<file path="src/rtl/fp_add_normalize.sv">
// ---------------------------------------------------------------------------
// fp_add_normalize
// Add / normalize / round stage of the binary32 adder. Takes the aligned,
// swapped mantissa pair (great >= small), the common exponent and result
// sign. Produces a packed IEEE-754 binary32 result using round-to-nearest-even.
// Normalization runs one left shift per cycle under a small FSM.
//
// Handshake (both sides): a transfer happens on a rising clk edge where
// valid & ready are both high. A producer holding valid keeps its data
// stable until that edge. in_ready is a pure decode of the state register,
// so there is no combinational path from out_ready to in_ready.
//
// Ports
//   clk, rst_n         clock, asynchronous active-low reset
//   in_valid/in_ready  input handshake (in_ready high only in IDLE)
//   sign, exp          result sign and common exponent (denormals: exp=1)
//   mantis_great/small 28-bit aligned mantissas {0, hidden, frac[22:0], g, r, s}
//   eff_sub            1 = subtract small from great, 0 = add
//   special_in         bypass: special_result is the answer
//   special_result     packed result used for the bypass
//   out_valid/out_ready output handshake
//   result, overflow   packed result and carried-to-infinity flag
//   dbg_state          current FSM state encoding
// ---------------------------------------------------------------------------
module fp_add_normalize (
  input  logic        clk,
  input  logic        rst_n,
  input  logic        in_valid,
  output logic        in_ready,
  input  logic        sign,
  input  logic [7:0]  exp,
  input  logic [27:0] mantis_great,
  input  logic [27:0] mantis_small,
  input  logic        eff_sub,
  input  logic        special_in,
  input  logic [31:0] special_result,
  output logic        out_valid,
  input  logic        out_ready,
  output logic [31:0] result,
  output logic        overflow,
  output logic [2:0]  dbg_state
);

  typedef enum logic [2:0] {
    S_IDLE  = 3'd0,
    S_ADD   = 3'd1,
    S_NORM  = 3'd2,
    S_ROUND = 3'd3,
    S_OUT   = 3'd4
  } state_t;

  state_t      r_state;
  state_t      w_next;

  logic        r_sign;
  logic [7:0]  r_exp;
  logic [27:0] r_sum;
  logic [27:0] r_small;
  logic        r_eff_sub;
  logic        r_ovf;
  logic [31:0] r_result;
  logic        r_overflow;

  logic [27:0] w_sum;
  logic        w_norm_shift;
  logic        w_inc;
  logic [24:0] w_rnd;
  logic [23:0] w_mant;
  logic [8:0]  w_exp_r;
  logic        w_rovf;
  logic [7:0]  w_exp_field;
  logic [31:0] w_packed;

  // Operands are < 2^27 each, so the 28-bit sum cannot wrap; great >= small
  // keeps the difference non-negative.
  assign w_sum = r_eff_sub ? (r_sum - r_small) : (r_sum + r_small);

  // Stop shifting once the hidden bit is set, the value is zero, or the
  // exponent has reached the denormal floor.
  assign w_norm_shift = (r_sum != 28'd0) && !r_sum[26] && (r_exp > 8'd1);

  // Round to nearest even on the bits below the LSB (sum[3]).
  assign w_inc   = r_sum[2] & (r_sum[1] | r_sum[0] | r_sum[3]);
  assign w_rnd   = r_sum[27:3] + {24'd0, w_inc};
  // A rounding carry into bit 27 renormalizes by one position right.
  assign w_mant  = w_rnd[24] ? w_rnd[24:1] : w_rnd[23:0];
  assign w_exp_r = {1'b0, r_exp} + {8'd0, w_rnd[24]};
  assign w_rovf  = r_ovf | (w_exp_r >= 9'd255);
  // Without the hidden bit the value is denormal; a denormal that rounds up
  // into the hidden bit naturally picks up the exponent 1 it was carried at.
  assign w_exp_field = w_mant[23] ? w_exp_r[7:0] : 8'd0;

  always_comb begin
    w_packed = {r_sign, w_exp_field, w_mant[22:0]};
    if (w_rovf) begin
      w_packed = {r_sign, 8'hFF, 23'd0};
    end else if (r_sum == 28'd0) begin
      // Exact cancellation always yields +0.
      w_packed = 32'd0;
    end
  end

  always_ff @(posedge clk or negedge rst_n) begin
    if (!rst_n) begin
      r_state <= S_IDLE;
    end else begin
      r_state <= w_next;
    end
  end

  always_comb begin
    w_next    = r_state;
    in_ready  = 1'b0;
    out_valid = 1'b0;
    case (r_state)
      S_IDLE: begin
        in_ready = 1'b1;
        if (in_valid) begin
          w_next = special_in ? S_OUT : S_ADD;
        end
      end
      S_ADD:   w_next = S_NORM;
      S_NORM: begin
        if (!w_norm_shift) begin
          w_next = S_ROUND;
        end
      end
      S_ROUND: w_next = S_OUT;
      S_OUT: begin
        out_valid = 1'b1;
        if (out_ready) begin
          w_next = S_IDLE;
        end
      end
      default: w_next = S_IDLE;
    endcase
  end

  always_ff @(posedge clk or negedge rst_n) begin
    if (!rst_n) begin
      r_sign     <= 1'b0;
      r_exp      <= 8'd0;
      r_sum      <= 28'd0;
      r_small    <= 28'd0;
      r_eff_sub  <= 1'b0;
      r_ovf      <= 1'b0;
      r_result   <= 32'd0;
      r_overflow <= 1'b0;
    end else begin
      case (r_state)
        S_IDLE: begin
          if (in_valid) begin
            r_sign    <= sign;
            r_exp     <= exp;
            r_sum     <= mantis_great;
            r_small   <= mantis_small;
            r_eff_sub <= eff_sub;
            r_ovf     <= 1'b0;
            if (special_in) begin
              r_result   <= special_result;
              r_overflow <= 1'b0;
            end
          end
        end
        S_ADD: begin
          if (w_sum[27]) begin
            // Shift right once, folding the dropped bit into sticky.
            r_sum <= {1'b0, w_sum[27:2], w_sum[1] | w_sum[0]};
            r_exp <= r_exp + 8'd1;
            if (r_exp == 8'd254) begin
              r_ovf <= 1'b1;
            end
          end else begin
            r_sum <= w_sum;
          end
        end
        S_NORM: begin
          if (w_norm_shift) begin
            r_sum <= r_sum << 1;
            r_exp <= r_exp - 8'd1;
          end
        end
        S_ROUND: begin
          r_result   <= w_packed;
          r_overflow <= w_rovf;
        end
        default: ;
      endcase
    end
  end

  assign result    = r_result;
  assign overflow  = r_overflow;
  assign dbg_state = r_state;

endmodule

</file>
<file path="config.mk">
export PLATFORM = sky130hd
export DESIGN_NAME = fp_add_normalize
export DESIGN_NICKNAME = d
export VERILOG_FILES = /design/src/rtl/fp_add_normalize.sv
export SDC_FILE = /design/constraint.sdc
export NUM_CORES = 1
export LEC_CHECK = 0
export CAP_MARGIN = 20
export CORE_MARGIN = 2
export CORE_UTILIZATION = 40
export CTS_CLUSTER_DIAMETER = 100
export CTS_CLUSTER_SIZE = 20
export DETAILED_ROUTE_END_ITERATION = 10
export GPL_ROUTABILITY_DRIVEN = 0
export GPL_TIMING_DRIVEN = 1
export HOLD_SLACK_MARGIN = 0.05
export PLACE_DENSITY = 0.59
export SKIP_LAST_GASP = 1
export SLEW_MARGIN = 20
export SYNTH_ARGS = -nofsm -noshare
export SYNTH_HDL_FRONTEND = slang
export SYNTH_SLANG_ARGS = --single-unit
</file>
<file path="constraint.sdc">
create_clock -name clk -period 5.9 [get_ports clk]
set_input_delay 1.475 -clock clk [delete_from_list [all_inputs] [get_ports clk]]
set_output_delay 1.475 -clock clk [all_outputs]
set_load 0.01 [all_outputs]
</file>
==> flow_metrics.env, run 1 <==
export IMPL_status="finished, final reports clean"
export IMPL_grt_pass1_wl_um=40500
export IMPL_crit_arrival_ns=5.17
export IMPL_finalWirelength_um=24700
export IMPL_syn_num_nets=1179
export IMPL_yosysTopAreaCell="dfrtp_1"
export IMPL_grt_max_degree=69
export IMPL_yosysWarnings=0
export IMPL_io_pins=141
export IMPL_yosys_area_top_type_share=0.311
export IMPL_hpwl_um=18400
export IMPL_fp_dieH_um=148
export IMPL_fmax_mhz=203
export IMPL_start_util=0.408
export IMPL_maxSlewViolCount=0
export IMPL_synth_edff_count=0
export IMPL_nNetsFinal=1257
export IMPL_slew_headroom=0.404
export IMPL_final_hold_viol_count=0
export IMPL_cts_tree="yes"
export IMPL_rows=52
export IMPL_clkTransAtPathRegs_ns=0.08
export IMPL_core_um2=20300
export IMPL_startpoint_type="flip-flop"
export IMPL_cts_buffers=9
export IMPL_clockBufferDepth=2
export IMPL_min_delay_path_depth=2
export IMPL_diodes=0
export IMPL_final_cell_area_um2=10100
export IMPL_drc=0
export IMPL_dpl_cell_area_um2=9790
export IMPL_wl_per_cell_um=17.8
export IMPL_rsz0062_at_grt="false"
export IMPL_synthFlopType="dfrtp_1"
export IMPL_gr_usage_all_layers=0.228
export IMPL_hold_buffers=0
export IMPL_r2r_cells=16
export IMPL_crit_fanout=37
export IMPL_post_cts_buffers=0
export IMPL_yosysSeqAreaShare=0.311
export IMPL_place_port_buffers=140
export IMPL_final_cell_mix="clkdlybuf4s50_1, nand2_1, nor2_1"
export IMPL_syn_inst=1040
export IMPL_avgSynthCellArea_um2=7.96
export IMPL_mostFrequentLayoutCell="clkdlybuf4s50_1"
export IMPL_grt_pass1_vias=7615
export IMPL_muxShareOfSynthArea=0.0351
export IMPL_clk_latency_ns=0.36
export IMPL_drt_iter0_drc=654
export IMPL_crit_required_ns=6.15
export IMPL_cts_sinks=103
export IMPL_antenna_found_initial=0
export IMPL_synth_top_family_by_area="compound AO/OA/AOI/OAI gates"
export IMPL_maxCapViolCount=0
export IMPL_synthAdderAreaFrac=0.0553
export IMPL_root_buffer="clkbuf_16"
export IMPL_htree_levels=3
export IMPL_vias=8130
export IMPL_viasPerCell=5.84
export IMPL_skew_ns=0.0110
export IMPL_hp_class="flip-flop to flip-flop"
export IMPL_fin_crit_sh=0.834
export IMPL_finalSetupViolations=0
export IMPL_ant_nets=0
export IMPL_ys_types=75
export IMPL_synthArstFlopShare=1.00
export IMPL_synth_simple_area_share=0.206
export IMPL_setup_tns_ns=0
export IMPL_synth_area_leaders="dfrtp_1, a21oi_1, ha_1, nand2_1, nor2_1"
export IMPL_end_kind="flip-flop"
export IMPL_drive_gt1_frac=0.0668
export IMPL_synth_xor_area_frac=0.0718
export IMPL_fp_dieArea_um2=21900
export IMPL_critPathKind="flip-flop to flip-flop"
export IMPL_min_period_ns=4.92
export IMPL_synth_area_um2=8280
export IMPL_ys_ff_latch=103
export IMPL_grt_overflow_total=0
export IMPL_tightest_slew_ns=0.895
export IMPL_synth_compound_area_frac=0.270
export IMPL_die_w_um=148
export IMPL_dr_pass1_iters=7
export IMPL_cts_resized=0
export IMPL_syn2layout_area_growth_pct=21.8
## cells by family (layout without fill, tap and decap cells)
| family | count (synthesis) | in the layout |
|---|---|---|
| compound gates | 346 | 346 |
| xor+xnor | 67 | 67 |
| fa+ha+maj | 36 | 36 |
| buf+inv | 106 | 188 |
| flops | 103 | 103 |
| mux | 26 | 26 |
| simple gates | 356 | 356 |
## routing by layer
layer	GRT usage	vias up	wire length (um)	share of wire
met2	0.351	254	10900	0.44
met4	0.0481	0	367	0.015
met1	0.337	3835	12100	0.49
li1	-	4019	-	-
met5	0	-	0	0
met3	0.0386	22	1360	0.055
## final timing paths
path                                   startpoint                      to  slack, ns
min in group asynchronous                   rst_n  r_small[3]$_DFFE_PN0P_       1.24
min                        result[17]$_DFFE_PN0P_  result[17]$_DFFE_PN0P_       0.48
max in group asynchronous                   rst_n  result[13]$_DFFE_PN0P_       3.63
max reg2reg                  r_sum[2]$_DFFE_PN0P_  result[12]$_DFFE_PN0P_       0.98
min reg2reg                result[17]$_DFFE_PN0P_  result[17]$_DFFE_PN0P_       0.48
max                          r_sum[2]$_DFFE_PN0P_  result[12]$_DFFE_PN0P_       0.98
## synthesized netlist by cell type (5+ instances only)
cell      number
nand2_1      106
nor2_1       106
dfrtp_1      103
a21oi_1       96
clkbuf_1      73
o21ai_0       73
xnor2_1       43
a31oi_1       36
ha_1          35
nand3_1       31
mux2_2        24
xor2_1        23
nor3_1        20
inv_1         18
a222oi_1      16
and3_1        16
nor4_1        15
o211ai_1      13
o22ai_1       13
a211oi_1      12
a22oi_1       12
nand4_1       12
a21o_1        10
a221oi_1       9
and2_1         8
o311ai_0       8
buf_1          6
o21a_1         6
or3_1          5
## per-stage QoR
stage / setup slack [ns] / cells / hold slack [ns] / util
2_1_floorplan: 1.26 / 1040 / 0.467 / -
3_3_place_gp: 0.972 / 1377 / 0.462 / 0.482
3_5_place_dp: 0.951 / 1377 / 0.468 / 0.482
4_1_cts: 0.953 / 1392 / 0.486 / 0.497
5_1_grt: 0.405 / 1392 / 0.506 / 0.497
6_report: 0.980 / 1392 / 0.480 / 0.497
## cell type report
class / count / area, um2
Sequential cell: 103 / 2580
Inverter: 19 / 71.3
Timing Repair Buffer: 154 / 1500
Fill cell: 2031 / 10200
Multi-Input combinational cell: 831 / 5300
Clock buffer: 9 / 225
Clock inverter: 6 / 68.8
Tap cell: 270 / 338
## worst max-delay path: stages, from the launching register on
cell and delay, ns:
dfrtp_1 0.53, and2_1 0.18, ha_1 0.32, nand3_1 0.25, nor4_1 0.49, xnor2_2 0.12
inv_2 0.45, ha_1 0.32, ha_1 0.23, nand3_1 0.13, nor2_1 0.21, xnor2_1 0.10
o211ai_1 0.56, or2_2 0.45, a2111oi_0 0.11, a221oi_1 0.28, nor2_1 0.06
## flip-flops by register name, summed over array words and instances, names as in the netlist
name / count
result: 32
r_small: 28
r_sum: 28
r_exp: 8
dbg_state: 3
overflow: 1
r_eff_sub: 1
r_ovf: 1
r_sign: 1
Power of run 1 is left out: the tool's default activity adds up to more than one toggle a clock period on the data nets, which glitch-free logic cannot reach.
==> inputs of run 2 (changes only) <==
- clock period: 5.9 -> 4.9 ns (I/O delays scaled with it)
==> flow_metrics.env, run 2 (synthesis results as in run 1) <==
export IMPL_tightest_slew_ns=0.821
export IMPL_hpwl_um=19300
export IMPL_slew_headroom=0.451
export IMPL_grt_pass1_vias=7804
export IMPL_core_um2=20300
export IMPL_cts_resized=0
export IMPL_nNetsFinal=1284
export IMPL_critPathLaunch="r_small[2]$_DFFE_PN0P_"
export IMPL_final_hold_viol_count=0
export IMPL_cts_buffers=9
export IMPL_cts_tree="yes"
export IMPL_place_port_buffers=140
export IMPL_wl_per_cell_um=17.9
export IMPL_htree_levels=3
export IMPL_rrSetupSlack_ns=0.29
export IMPL_regArea_um2=2580
export IMPL_drive_gt1_frac=0.0904
export IMPL_r2r_start="r_small[2]$_DFFE_PN0P_"
export IMPL_skew_ns=0.00760
export IMPL_post_cts_buffers=0
export IMPL_vias=8287
export IMPL_fmax_mhz=217
export IMPL_setup_tns_ns=0
export IMPL_maxSlewViolCount=0
export IMPL_use_met1=0.336
export IMPL_mostFrequentLayoutCell="clkdlybuf4s50_1"
export IMPL_drt_iter0_drc=749
export IMPL_diodes=0
export IMPL_crit_required_ns=5.12
export IMPL_endpoint="r_sum[6]$_DFFE_PN0P_"
export IMPL_startpoint_type="flip-flop"
export IMPL_clk_latency_ns=0.37
export IMPL_maxCapViolCount=0
export IMPL_fp_dieArea_um2=21900
export IMPL_min_period_ns=4.61
export IMPL_hp_class="flip-flop to flip-flop"
export IMPL_rsz0062_at_grt="false"
export IMPL_final_cell_mix="clkdlybuf4s50_1, nand2_1, nor2_1"
export IMPL_finalSetupViolations=0
export IMPL_r2r_cells=16
export IMPL_ant_nets=0
export IMPL_hold_buffers=0
export IMPL_gr_max_usage_layer="met2"
export IMPL_fp_dieH_um=148
export IMPL_grt_overflow_total=0
export IMPL_min_delay_path_depth=2
export IMPL_status="finished, final reports clean"
export IMPL_fin_crit_sh=0.941
export IMPL_crit_fanout=21
export IMPL_rows=52
export IMPL_dr_pass1_iters=7
export IMPL_drc=0
export IMPL_syn2layout_area_growth_pct=24.3
export IMPL_clkTransAtPathRegs_ns=0.07
export IMPL_clockBufferDepth=2
export IMPL_rr_endpoint="r_sum[6]$_DFFE_PN0P_"
export IMPL_grt_util_met3=0.0448
export IMPL_grt_use_met2=0.354
export IMPL_cts_sinks=103
export IMPL_finalWirelength_um=25400
export IMPL_die_w_um=148
export IMPL_io_pins=141
export IMPL_viasPerCell=5.84
export IMPL_grt_max_degree=58
export IMPL_critPathKind="flip-flop to flip-flop"
export IMPL_gr_usage_all_layers=0.233
export IMPL_largest_register_ff_count=32
export IMPL_grt_pass1_wl_um=41300
export IMPL_start_util=0.408
export IMPL_root_buffer="clkbuf_16"
export IMPL_antenna_found_initial=0
export IMPL_fill_cells=2023
export IMPL_end_kind="flip-flop"
export IMPL_crit_arrival_ns=4.84
export IMPL_multi_input_area_um2=5300
==> run 2: cell types whose count changed in the layout (fill, tap and decap cells not counted), sizes merged <==
cell      change
buf          +27
clkinvlp      +3
bufinv        -1
clkbuf        +1
clkinv        -1
inv           -1
==> run 2: critical path, stage by stage (launching register included) <==
cell      delay, ns
dfrtp_1        0.44
or4_4          0.59
nor4b_1        0.31
buf_4          0.20
a31oi_1        0.13
nor2_1         0.17
xor2_1         0.08
ha_1           0.36
nand4_1        0.19
or4_1          0.57
nor2_1         0.14
o31ai_2        0.10
and3_2         0.21
or2_4          0.26
and2_4         0.25
a222oi_1       0.34
a31oi_1        0.13
==> run 2: routing by layer <==
metal | wire, um | share of wire
met5 | 0 | 0
met4 | 672 | 0.026
met3 | 1650 | 0.065
met2 | 10900 | 0.43
met1 | 12200 | 0.48
==> run 2: layout make-up <==
cell class,count,area share
timing repair buffer,181,0.167
clock buffer,10,0.0232
sequential,103,0.250
tap,270,0.0328
clock inverter,6,0.00426
multi-input combinational,831,0.515
inverter,19,0.00693
==> run 2: how the worst min path moves through the flow <==
| stage | startpoint | to |
|---|---|---|
| 2_1_floorplan | r_ovf$_DFFE_PN0P_ | r_ovf$_DFFE_PN0P_ |
| 3_3_place_gp | result[17]$_DFFE_PN0P_ | result[17]$_DFFE_PN0P_ |
| 3_5_place_dp | result[19]$_DFFE_PN0P_ | result[19]$_DFFE_PN0P_ |
| 4_1_cts | result[19]$_DFFE_PN0P_ | result[19]$_DFFE_PN0P_ |
| 5_1_grt | result[19]$_DFFE_PN0P_ | result[19]$_DFFE_PN0P_ |
| 6_report | result[0]$_DFFE_PN0P_ | result[0]$_DFFE_PN0P_ |
==> run 2: stage by stage <==
step / area [um2] / worst slack (ns) / std cells / utilization / hold slack, ns
finish: 10300 / 0.287 / 1420 / 0.507 / 0.477
global route: 10300 / 0.0437 / 1420 / 0.507 / 0.504
CTS: 10300 / 0.313 / 1420 / 0.507 / 0.488
detailed placement: 10000 / 0.335 / 1404 / 0.493 / 0.471
global placement: 10000 / 0.403 / 1404 / 0.493 / 0.460
floorplan: 8280 / 0.258 / 1040 / - / 0.467
Power of run 2 is left out for the same reason.
==> inputs of run 3 (changes only) <==
- ABC_CLOCK_PERIOD_IN_PS: not set -> 4900
==> results of run 3 <==
The final DEF is identical to that of run 2; final timing and power are the same.
Power of run 3 is left out for the same reason.
